**config.mk**
```make
export PLATFORM = sky130hd
export DESIGN_NAME = encoder42_rr
export DESIGN_NICKNAME = d
export VERILOG_FILES = /design/src/rtl/encoder42_pkg.sv /design/src/rtl/encoder42_rr_pick4.sv /design/src/rtl/encoder42_rr.sv
export SDC_FILE = /design/constraint.sdc
export NUM_CORES = 1
export LEC_CHECK = 0
export ABC_AREA = 1
export CAP_MARGIN = 30
export CORE_AREA = 2 2 39 41
export CTS_CLUSTER_SIZE = 40
export DETAILED_ROUTE_END_ITERATION = 8
export DIE_AREA = 0 0 41 43
export PLACE_DENSITY_LB_ADDON = 0.25
export SYNTH_ARGS = -nofsm -noshare
export SYNTH_HDL_FRONTEND = slang
export SYNTH_SLANG_ARGS = --single-unit
```
**constraint.sdc**
```tcl
create_clock -name clk -period 2.85 [get_ports clk]
set_clock_uncertainty 0.05 [all_clocks]
set_input_delay 0.57 -clock clk [delete_from_list [all_inputs] [get_ports clk]]
set_output_delay 0.57 -clock clk [all_outputs]
set_load 0.05 [all_outputs]
```
**src/rtl/encoder42_pkg.sv**
```systemverilog
// Shared constants and helpers for the 4-line encoder/decoder pair.
// Exports N (lines), W (code width) and onehot4() for 2-bit indices.
package encoder42_pkg;

    localparam int N = 4;
    localparam int W = 2;

    // One-hot expansion of a 2-bit index (also the 2-to-4 decode).
    function automatic logic [N-1:0] onehot4(input logic [W-1:0] idx);
        logic [N-1:0] r;
        r = '0;
        r[idx] = 1'b1;
        return r;
    endfunction

endpackage

```
**src/rtl/encoder42_rr_pick4.sv**
```systemverilog
// Combinational round-robin picker over four pending bits.
// Ports: pend, ptr in; sel (first set bit from ptr upward, mod 4), found out.
module rr_pick4
    import encoder42_pkg::*;
(
    input  logic [N-1:0] pend,
    input  logic [W-1:0] ptr,
    output logic [W-1:0] sel,
    output logic         found
);

    logic [2*N-1:0] dbl;
    logic [N-1:0]   rot;
    logic [W-1:0]   off;

    // rot[k] is pend[(ptr+k) mod 4], so lowest set bit of rot is the winner.
    assign dbl = {pend, pend};
    assign rot = dbl[ptr +: N];

    always_comb begin
        off = '0;
        for (int k = N - 1; k >= 0; k--) begin
            if (rot[k]) begin
                off = W'(k);
            end
        end
    end

    // Un-rotate: 2-bit addition wraps naturally.
    assign sel   = ptr + off;
    assign found = |pend;

endmodule

```
**src/rtl/encoder42_rr.sv**
```systemverilog
// Sequential 4-to-2 encoder: sticky per-line requests, round-robin grant,
// registered valid/ready code output.
// Ports: clk, rst_n (async low), i[3:0] requests, z[1:0]/z_valid/z_ready
// output handshake, busy = any pending event or held code.
module encoder42_rr
    import encoder42_pkg::*;
(
    input  logic         clk,
    input  logic         rst_n,
    input  logic [N-1:0] i,
    output logic [W-1:0] z,
    output logic         z_valid,
    input  logic         z_ready,
    output logic         busy
);

    logic [N-1:0] pend;
    logic [W-1:0] ptr;
    logic [W-1:0] sel;
    logic         found;
    logic         slot_free;
    logic         load;
    logic [N-1:0] load_mask;

    rr_pick4 u_pick (
        .pend  (pend),
        .ptr   (ptr),
        .sel   (sel),
        .found (found)
    );

    assign slot_free = !z_valid || z_ready;
    assign load      = slot_free && found;
    assign load_mask = load ? onehot4(sel) : '0;

    // A line re-asserted while being loaded stays pending as a new event.
    always_ff @(posedge clk or negedge rst_n) begin
        if (!rst_n) begin
            pend <= '0;
        end else begin
            pend <= (pend & ~load_mask) | i;
        end
    end

    always_ff @(posedge clk or negedge rst_n) begin
        if (!rst_n) begin
            ptr     <= '0;
            z       <= '0;
            z_valid <= 1'b0;
        end else if (slot_free) begin
            if (found) begin
                z       <= sel;
                z_valid <= 1'b1;
                ptr     <= sel + 1'b1;
            end else begin
                z_valid <= 1'b0;
            end
        end
    end

    assign busy = (|pend) || z_valid;

endmodule

```
* Yosys cells after proc, flatten, opt, wreduce, memory -nomap -nowiden
Cells that the tools add are included.
** Word-level totals
- Flip-flop bits (word level) :: 9
- Latch bits :: 0
- Bits in writable memories :: 0
- Bits in read-only memories :: 0
- Input port bits :: 7
- Output and inout port bits :: 4
- Memories kept :: 0
** Operators by class
- $add $sub $neg :: 2
- Multipliers :: 0
- Divide/modulo/power cells :: 0
- Magnitude comparators :: 2
- Equal/unequal tests :: 0
- Shift operators :: 1
- Muxes and demuxes :: 8
- Bitwise gates (word level) :: 3
- Reductions and logical operators :: 7
** Operators by type and width (count)
- $mux W2 :: 4
- $shiftx A8 B3 Y4 :: 1
- $and A4 B4 Y4 :: 1
- $mux W4 :: 1
- $not A4 Y4 :: 1
- $or A4 B4 Y4 :: 1
- $reduce_or A4 Y1 :: 1
- $lt A2 B3 Y1 const B :: 1
- $add A2 B1 Y2 const B :: 1
- $add A2 B2 Y2 :: 1
- $demux W1 S2 :: 1
- $ge A2 B1 Y1 const B :: 1
- $logic_and A1 B1 Y1 :: 2
- $logic_or A1 B1 Y1 :: 2
- $mux W1 :: 2
- $reduce_and A2 Y1 :: 1
- $logic_not A1 Y1 :: 1

* Logic depth before layout (Yosys ltp)
Gate-level depths: netlist of run 1.
- Word-level depth :: 14
- Depth in mapped cells :: 14
- Mapped depth without buffers :: 14

* Cells and area by module
A second synthesis of run 1 with hierarchy kept.
** Second synthesis, totals
- Cell total of the unflattened synthesis :: 82
- Area, all modules :: 591.8 um^2
** By module, submodules not included
- encoder42_rr :: times used 1, cells each 47, area each 424.2 um^2, seq. area each 225.2 um^2
- rr_pick4 :: times used 1, cells each 35, area each 167.7 um^2, seq. area each 0.0 um^2

* Worst setup path before layout of run 1
OpenSTA, ideal clock, no wires.
- Path kind :: register to register
- Start point :: reg ptr[1]
- End point :: reg pend[1]
- Library setup time :: 117 ps
- Arrival :: 1703 ps
- Data required time :: 2683 ps
- Path slack :: 980 ps
- Cell stages (with the launch flop) :: 14
- Buffers on the path :: 1
- Clock period less this slack :: 1870 ps
- Cell sequence :: dfrtp_1 > buf_6 > inv_1 > nand3_1 > nand2_1 > nand3_1 > a21boi_1 > ha_1 > xor2_1 > inv_1 > nand3_2 > nand3_1 > nand2_1 > nand2_1
** Between the ends
- Cells in the longest elaborated chain, start to end :: 14
** RTL lines
- start, declared :: RTL line encoder42_rr.sv:18 : logic [W-1:0] ptr;
- start signal, assigned :: RTL line encoder42_rr.sv:54 : ptr <= sel + 1'b1;
- $shiftx A8 B3 Y4 :: RTL line encoder42_rr_pick4.sv:18 : assign rot = dbl[ptr +: N];
- $mux W2 (4 in series) :: RTL line encoder42_rr_pick4.sv:23 : if (rot[k]) begin
- $add A2 B2 Y2 (*) :: RTL line encoder42_rr_pick4.sv:30 : assign sel = ptr + off;
- $lt A2 B3 Y1 (not written as such) / $ge A2 B1 Y1 (equally long branches) :: RTL line encoder42_pkg.sv:12 : r[idx] = 1'b1;
- $logic_and A1 B1 Y1 (not written as such) :: RTL line encoder42_pkg.sv:12
- $mux W1 (not written as such) :: RTL line encoder42_pkg.sv:12
- $demux W1 S2 (*) :: RTL line encoder42_pkg.sv:12
- $mux W4 (*) :: RTL line encoder42_rr.sv:34 : assign load_mask = load ? onehot4(sel) : '0;
- $not A4 Y4 (*) :: RTL line encoder42_rr.sv:41 : pend <= (pend & ~load_mask) | i;
- $and A4 B4 Y4 (*) :: RTL line encoder42_rr.sv:41
- $or A4 B4 Y4 (*) :: RTL line encoder42_rr.sv:41
- end signal, assigned :: RTL line encoder42_rr.sv:41
- end, declared :: RTL line encoder42_rr.sv:17 : logic [N-1:0] pend;
Mark *: on every way between the ends. The rest lies on a longest branch, timed or not.
A chain may end at the register's enable or synchronous reset.

* Worst setup path in the final report of run 1
- Start point :: reg pend[3]
- End point :: out busy
** Between the ends
- Cells in the longest elaborated chain, start to end :: 2
** RTL lines
- $reduce_or A4 Y1 :: RTL line encoder42_rr.sv:61 : assign busy = (|pend) || z_valid;
- $logic_or A1 B1 Y1 :: RTL line encoder42_rr.sv:61
- end, declared :: RTL line encoder42_rr.sv:14 : output logic busy
Every way passes these cells.

==> results.txt, run 1 <==
* Result of the run: finished, final reports clean
- The most critical setup path has its startpoint at pend[3].
- The synthesized netlist contains 19 unique library cells.
- Ranked by total cell area, the synthesized netlist is headed by sky130_fd_sc_hd__dfrtp_1 (40%), sky130_fd_sc_hd__nand2_1 (17%), sky130_fd_sc_hd__nand3_1 (11%).
* R2R depth: 13
- For the finished layout, the period the worst path requires is approximately 2.4 ns.
* Number of synthesized register bits: 9
* Post-Synthesis Mean Instance Area: slightly above 7 um2
- Multi-input gate area: around 290 um2
- Average wire per cell in the routed design: 9.39 um
* Leakage power summed over all cells: 0.000362 uW
- Largest net degree at the start of global routing: 10
* Clock slew at reported path FFs: around 0.060 ns
* Drt via density: 4.48
- Max-slew headroom at the worst pin: approximately 67%
* Worst setup endpoint: busy
- In this run the worst path has a maximum fanout of 4.
- Violation count after the first detailed-route iteration: 11
* Area growth from synthesis to layout: 23.8%
- Number of antenna violations at the first check in global routing: 0
- Number of cells after detailed placement: 104
* Critical path required time: 2.23 ns
- Diodes inserted: 0
- Counting the fill cells in the layout gives 147.
- Yosys instantiated no cell more often than sky130_fd_sc_hd__nand2_1.
* Classification of the worst-slack hold path: reg2reg
- For this run, the post-layout net count is around 100.
- The setup check on the worst reg-to-reg path leaves a slack of roughly 0.75 ns.
- Hold repair after CTS inserted 0 buffers.
* Clock buffer count from CTS: 3
- VDD sags by at most roughly 0.0005 V.
- The largest total area in the synthesized netlist belongs to sky130_fd_sc_hd__dfrtp_1.
- Netlist Area Pre-Place: 567 um2
- CTS saw 9 sinks.
- The worst register-to-register path ends at pend[1].
- Fraction of the cycle the final worst path needs: around 83%
- In the routed design, unresolved DRC markers number 0.
- The placed instances occupy a cell area of 676 um2.
* Fraction of final layout cells sized beyond drive strength 1: 15.2%
* CP arrival: approximately 1.8 ns
- Number of non-filler instances in the completed layout: 108
- Among all flip-flop cells after synthesis, the most frequent one is sky130_fd_sc_hd__dfrtp_1.
* Final count of hold timing violations: 0
- After legalization and detailed placement, the total HPWL measured between 800 and 900 um.
* Worst setup EP type: primary output
* TritonCTS clock tree: built
* Post-synthesis sequential area ratio: around 40%
- The commonest cells after synthesis are sky130_fd_sc_hd__nand2_1 (26), sky130_fd_sc_hd__nand3_1 (12), sky130_fd_sc_hd__dfrtp_1 (9), sky130_fd_sc_hd__inv_1 (8).
- The tool flagged a number of max-cap violations equal to 0.
- Once detail routing completed, the nets flagged for antenna violations numbered 0.
* Startpoint of the most critical register-to-register path: ptr[0]
- The worst hold path passes through 2 cells.
- Number of buffers inserted by port buffering: 10
- For this run, the number of Yosys warnings is 0.
- For this run, asynchronously set or reset flops after synthesis account for 100%.
- The number of nets in the synthesized netlist is 87.
- H-tree depth reported by CTS: 1
* EDFF count, synth: 0
* Register Area: between 200 and 250 um2
- Power per Cell Area: about 1200 nW/um2
- Gates resized during post-CTS repair numbered 0.
* Final-report max-slew violation count: 0
- Upper clock frequency limit: roughly 0.42 GHz
* Total global routing track utilization: between 10% and 20%
- The worst setup path is launched from a flip-flop.
* Total negative slack: 0 ns
* Number of buffers on the longest clock path: 2
- Overall die height: roughly 43 um
- Initial core utilization: about two fifths
- Mapped Cells: between 70 and 80
* First-pass GRT wire length: about 1800 um
* Final Instance Area: about 700 um2
- Via count of the first global-routing pass: 426
* Top Ports: 11
- DRT Wirelength: 1010 um
- Clock latency on the worst-skew pair: roughly 0.25 ns
* Post-layout utilization of the core: between 50% and 60%
- Post-CTS setup buffer count: 0
* Area enclosed by the die boundary: 1760 um2
* Floorplan core area: between 1000 and 1500 um2
- Across all layers, the routed design uses 484 vias.
- For the pin with the worst max-slew slack, the measured transition is between 0.4 and 0.5 ns.
* Leftover overflow at the end of global routing: 0
- Setup repair after global routing missed its margin: false
- Critical hold path startpoint: z[0]
- First-pass iteration count of the detailed router: 4
- In this run the core area contains 14 standard-cell rows.
- Setup violations remaining at the end of the flow were counted as 0.
- Crit Path Class: reg2out
* Final estimated routing congestion in global placement: a little under 0.9
* Width of the die: approximately 40 um
- After synthesis, the largest area contributor takes up slightly below 40% of total cell area.
- CTS placed an instance of sky130_fd_sc_hd__clkbuf_4 at the clock tree root.
==> state kept, by name, summed over array words and instances, names as in the netlist <==
| signal | cells |
|---|---|
| ptr | 2 |
| z | 2 |
| z_valid | 1 |
| pend | 4 |
==> area by class of cell <==
type	count	area share, %
clock buffer	4	3.74
inverter	11	6.06
multi-input combinational	58	41.0
sequential	9	32.1
tap	16	2.85
timing repair buffer	10	14.3
==> layout by cell type (no fill, tap or decap), types with 2 or more instances in the layout <==
master                            count
sky130_fd_sc_hd__nand3_1             12
sky130_fd_sc_hd__inv_1                8
sky130_fd_sc_hd__dfrtp_1              9
sky130_fd_sc_hd__nor2_2               2
sky130_fd_sc_hd__nand2_2              5
sky130_fd_sc_hd__nand2_1             26
sky130_fd_sc_hd__nor2_1               5
sky130_fd_sc_hd__clkbuf_4             3
sky130_fd_sc_hd__clkdlybuf4s50_1     10
==> critical path, cell delays in order, from the launching register on <==
cell and delay (ns):
sky130_fd_sc_hd__dfrtp_1 0.41, sky130_fd_sc_hd__nor2_1 0.11, sky130_fd_sc_hd__nand2_1 0.08, sky130_fd_sc_hd__or2_1 0.20, sky130_fd_sc_hd__clkdlybuf4s50_1 0.69
==> through the flow <==
stage	setup WS [ns]	hold slack [ns]	power [uW]
floorplan	0.980	0.224	672
global placement	0.760	0.438	770
detailed placement	0.742	0.453	774
CTS	0.470	0.468	872
global route	0.406	0.505	962
finish	0.480	0.458	866
==> kinds of logic (layout without fill, tap and decap cells) <==
kind of cell             Yosys count  in the layout  share of synthesized area, %
AO/OA/AOI/OAI                      3              3                          3.31
XOR/XNOR                           1              1                          1.55
adder cells (fa/ha/maj)            1              1                          2.21
buffers and inverters             12             25                          9.49
flip-flops                         9              9                          39.7
AND/OR/NAND/NOR                   53             53                          43.7
==> how the worst min path moves through the flow <==
stage | end | slack (ns)
after floorplan | pend[0] | 0.22
after global placement | z[0] | 0.44
after detailed placement | z[0] | 0.45
after CTS | z[0] | 0.47
after global routing | pend[1] | 0.50
final | z[0] | 0.46
==> routing by layer <==
metal  up-vias  GRT usage (%)  wire length, um
li1        271              -                -
met2         7           20.0              457
met4         0           8.00               13
met3         2           1.57               38
met5         -              0                0
met1       204           23.0              504
==> where the power goes <==
group / internal (uW) / switching (uW)
clock: 53.8 / 42.2
sequential: 176 / 48.2
combinational: 199 / 347
No activity file was read; power rests on OpenSTA's default activity.
==> inputs of run 2 (changes only) <==
- CORE_AREA: 2 2 39 41 -> not set
- CORE_UTILIZATION: not set -> 43
- DIE_AREA: 0 0 41 43 -> not set
- clock period: 2.85 -> 2.1 ns (I/O delays scaled with it)
==> run 2 against run 1 <==
Sequential share of layout area is 0.97 points lower. Non-clock buffer count is 4 higher. Cell area rose by 4.3%. Core utilization increased by 12 points. Power is 48% higher. Clock power rose by 38%. Largest cell class unchanged. Highest routed layer unchanged. Combinational power rose by 53%.
==> results.txt, run 2 (synthesized netlist as in run 1, its figures left out) <==
- Leftover overflow at the end of global routing: 0
* Initial core utilization: between 40 and 50%
* TritonCTS clock tree: built
- The register with the most flip-flops in the final layout is pend.
- Number of placement rows: 12
- The worst setup path is launched from a flip-flop.
- In this run the number of H-tree levels came out at 1.
- The worst setup path is of the reg2reg kind.
- For this run, the detailed router's first-pass iteration total came to 6.
- Number of buffers on the longest clock path: 2
- Max reg flops: 4
- Multi-input gate area: around 290 um2
- Leading registers by flop count: pend x4, ptr x2, z x2
- Transition time at the pin with the least slew margin: roughly 0.5 ns
* Drt via density: 4.90
* Top Ports: 11
* Number of cells after detailed placement: just over 100
- Fraction of the cycle the final worst path needs: between 90% and 100%
- Number of nets in the finished design: 105
- Final count of hold timing violations: 0
- For the worst setup path, the data required time is 2.20 ns.
- Clock-pin slew was measured on the worst setup and hold paths at approximately 0.06 ns.
* CP arrival: between 2 and 2.5 ns
- The library cell used most frequently in the layout, excluding fill and tap cells, is sky130_fd_sc_hd__nand2_1.
* Leakage power summed over all cells: between 0.0003 and 0.0004 uW
* Root cell of the clock tree: sky130_fd_sc_hd__clkbuf_4
- Upper clock frequency limit: between 0.5 and 0.6 GHz
- STA classifies the critical path endpoint as a flip-flop.
- CTS sink count: 9
- FF-to-FF setup slack: ~0.15 ns
* Hpwl dp: roughly 900 um
* Area growth from synthesis to layout: 29.1%
- The congestion estimate from routability-driven global placement came to a little over 0.8.
- Setup violations, final: 0
- DRT Wirelength: 1170 um
- Highest-count cells in the layout ignoring fill and taps: sky130_fd_sc_hd__nand2_1 (26), sky130_fd_sc_hd__nand3_1 (12), sky130_fd_sc_hd__clkdlybuf4s50_1 (9), sky130_fd_sc_hd__inv_1 (8), sky130_fd_sc_hd__dfrtp_1 (7)
- Fraction of final layout cells sized beyond drive strength 1: between 20% and 30%
* Clock latency on the worst-skew pair: between 0.2 and 0.3 ns
- Area enclosed by the die boundary: between 1000 and 1500 um2
- First-pass GRT wire length: around 2000 um
- In this run, post-CTS hold repair placed 0 buffers.
- Of all nets on the critical path, the largest fanout is 6.
* Via count of the first global-routing pass: 510
- In the global route stage, overall resource usage came out at roughly a fifth.
- In this run, the number of DRC markers left after iteration 0 of detailed routing was 12.
- Average wire per cell in the routed design: 10.6 um
* Max capacitance violation total: 0
- The repair_antennas step left the layout with diodes totalling 0.
- The path class of the tightest hold or removal check is in2async.
* Worst hold margin: around 0.40 ns
- Entering global routing, the biggest net connects 10 pins.
* Width of the die: 38.3 um
* Max-slew headroom at the worst pin: around two thirds
- The initial antenna violation count came to 0.
* Clock buffer count from CTS: 3
* Power per Cell Area: between 1500 and 2000 nW/um2
* Number of non-filler instances in the completed layout: 110
- The count of pins over their slew limit is 0.
- Worst IR Drop VDD: approximately 0.00083 V
* Fillers: between 100 and 150
* Number of buffers inserted by port buffering: 10
- The run finished with clean final reports.
- The total area inside the core boundary comes to roughly 1200 um2.
- Across the whole layout, storage elements account for 228 um2.
- The die is roughly 38 um tall.
- The detail route stage leaves a number of antenna-violating nets equal to 0.
- In the routed design, unresolved DRC markers number 0.
- The worst path needs between 1.5 and 2 ns of the cycle, external delays included.
- The routed layout has 539 vias.
==> run 2: worst max-delay path, cell delays in order (launching register included) <==
cell and delay [ns]:
sky130_fd_sc_hd__dfrtp_2 0.44, sky130_fd_sc_hd__inv_1 0.12, sky130_fd_sc_hd__nand3_1 0.09, sky130_fd_sc_hd__nand2_1 0.10
sky130_fd_sc_hd__nand3_1 0.09, sky130_fd_sc_hd__a21boi_1 0.14, sky130_fd_sc_hd__ha_2 0.19, sky130_fd_sc_hd__xor2_1 0.19
sky130_fd_sc_hd__buf_4 0.15, sky130_fd_sc_hd__nand2_4 0.06, sky130_fd_sc_hd__nand2_2 0.07, sky130_fd_sc_hd__nand2_2 0.05
sky130_fd_sc_hd__nand2_1 0.05, sky130_fd_sc_hd__nand2_1 0.05
==> run 2: report_power, final <==
| group | switching (uW) | internal [uW] |
|---|---|---|
| Sequential | 64.9 | 243 |
| Combinational | 503 | 335 |
| Clock | 58.8 | 73.1 |
==> run 2: cell type report <==
class                      instances  area share, %
sequential                         9           31.1
multi-input combinational         58           39.7
inverter                          11           5.81
tap                               14           2.39
timing repair buffer              14           17.4
clock buffer                       4           3.59
==> run 2: metal layers <==
layer | track usage [%] | vias to the layer above | share of wire (%)
met4 | 10.7 | 0 | 2.0
met1 | 23.7 | 241 | 45
met2 | 33.9 | 10 | 51
met3 | 1.74 | 5 | 2.1
li1 | - | 283 | -
met5 | 0 | - | 0
==> run 2: metrics by stage <==
| step | TNS [ns] | utilization, % | area (um2) | power (uW) | setup WS [ns] |
|---|---|---|---|---|---|
| after CTS | 0 | 60.1 | 704 | 1230 | 0.118 |
| after global routing | -0.0237 | 62.5 | 732 | 1390 | -0.0237 |
| after detailed placement | 0 | 57.9 | 678 | 1090 | 0.135 |
| after global placement | 0 | 57.9 | 678 | 1060 | 0.225 |
| final | 0 | 62.5 | 732 | 1280 | 0.147 |
| after floorplan | 0 | - | 567 | 912 | 0.230 |
==> run 2: repair_timing <==
action / CTS / global route
setup endpoints to repair: 0 / 3
resized for setup: 0 / 3
buffers inserted: 0 / 3
==> run 2: final timing paths <==
path                             start  endpoint  cells past startpoint
worst max-delay path            ptr[1]   pend[2]                     13
worst min-delay path             rst_n   z_valid                      1
worst max register to register  ptr[1]   pend[2]                     13
worst min register to register    z[0]      z[0]                      2
max in group asynchronous        rst_n    ptr[0]                      1
min in group clk                  z[0]      z[0]                      2
==> inputs of run 3 (changes only) <==
- HOLD_SLACK_MARGIN: not set -> 0.08
==> results of run 3 <==
The final DEF is identical to that of run 2; final timing and power are the same.
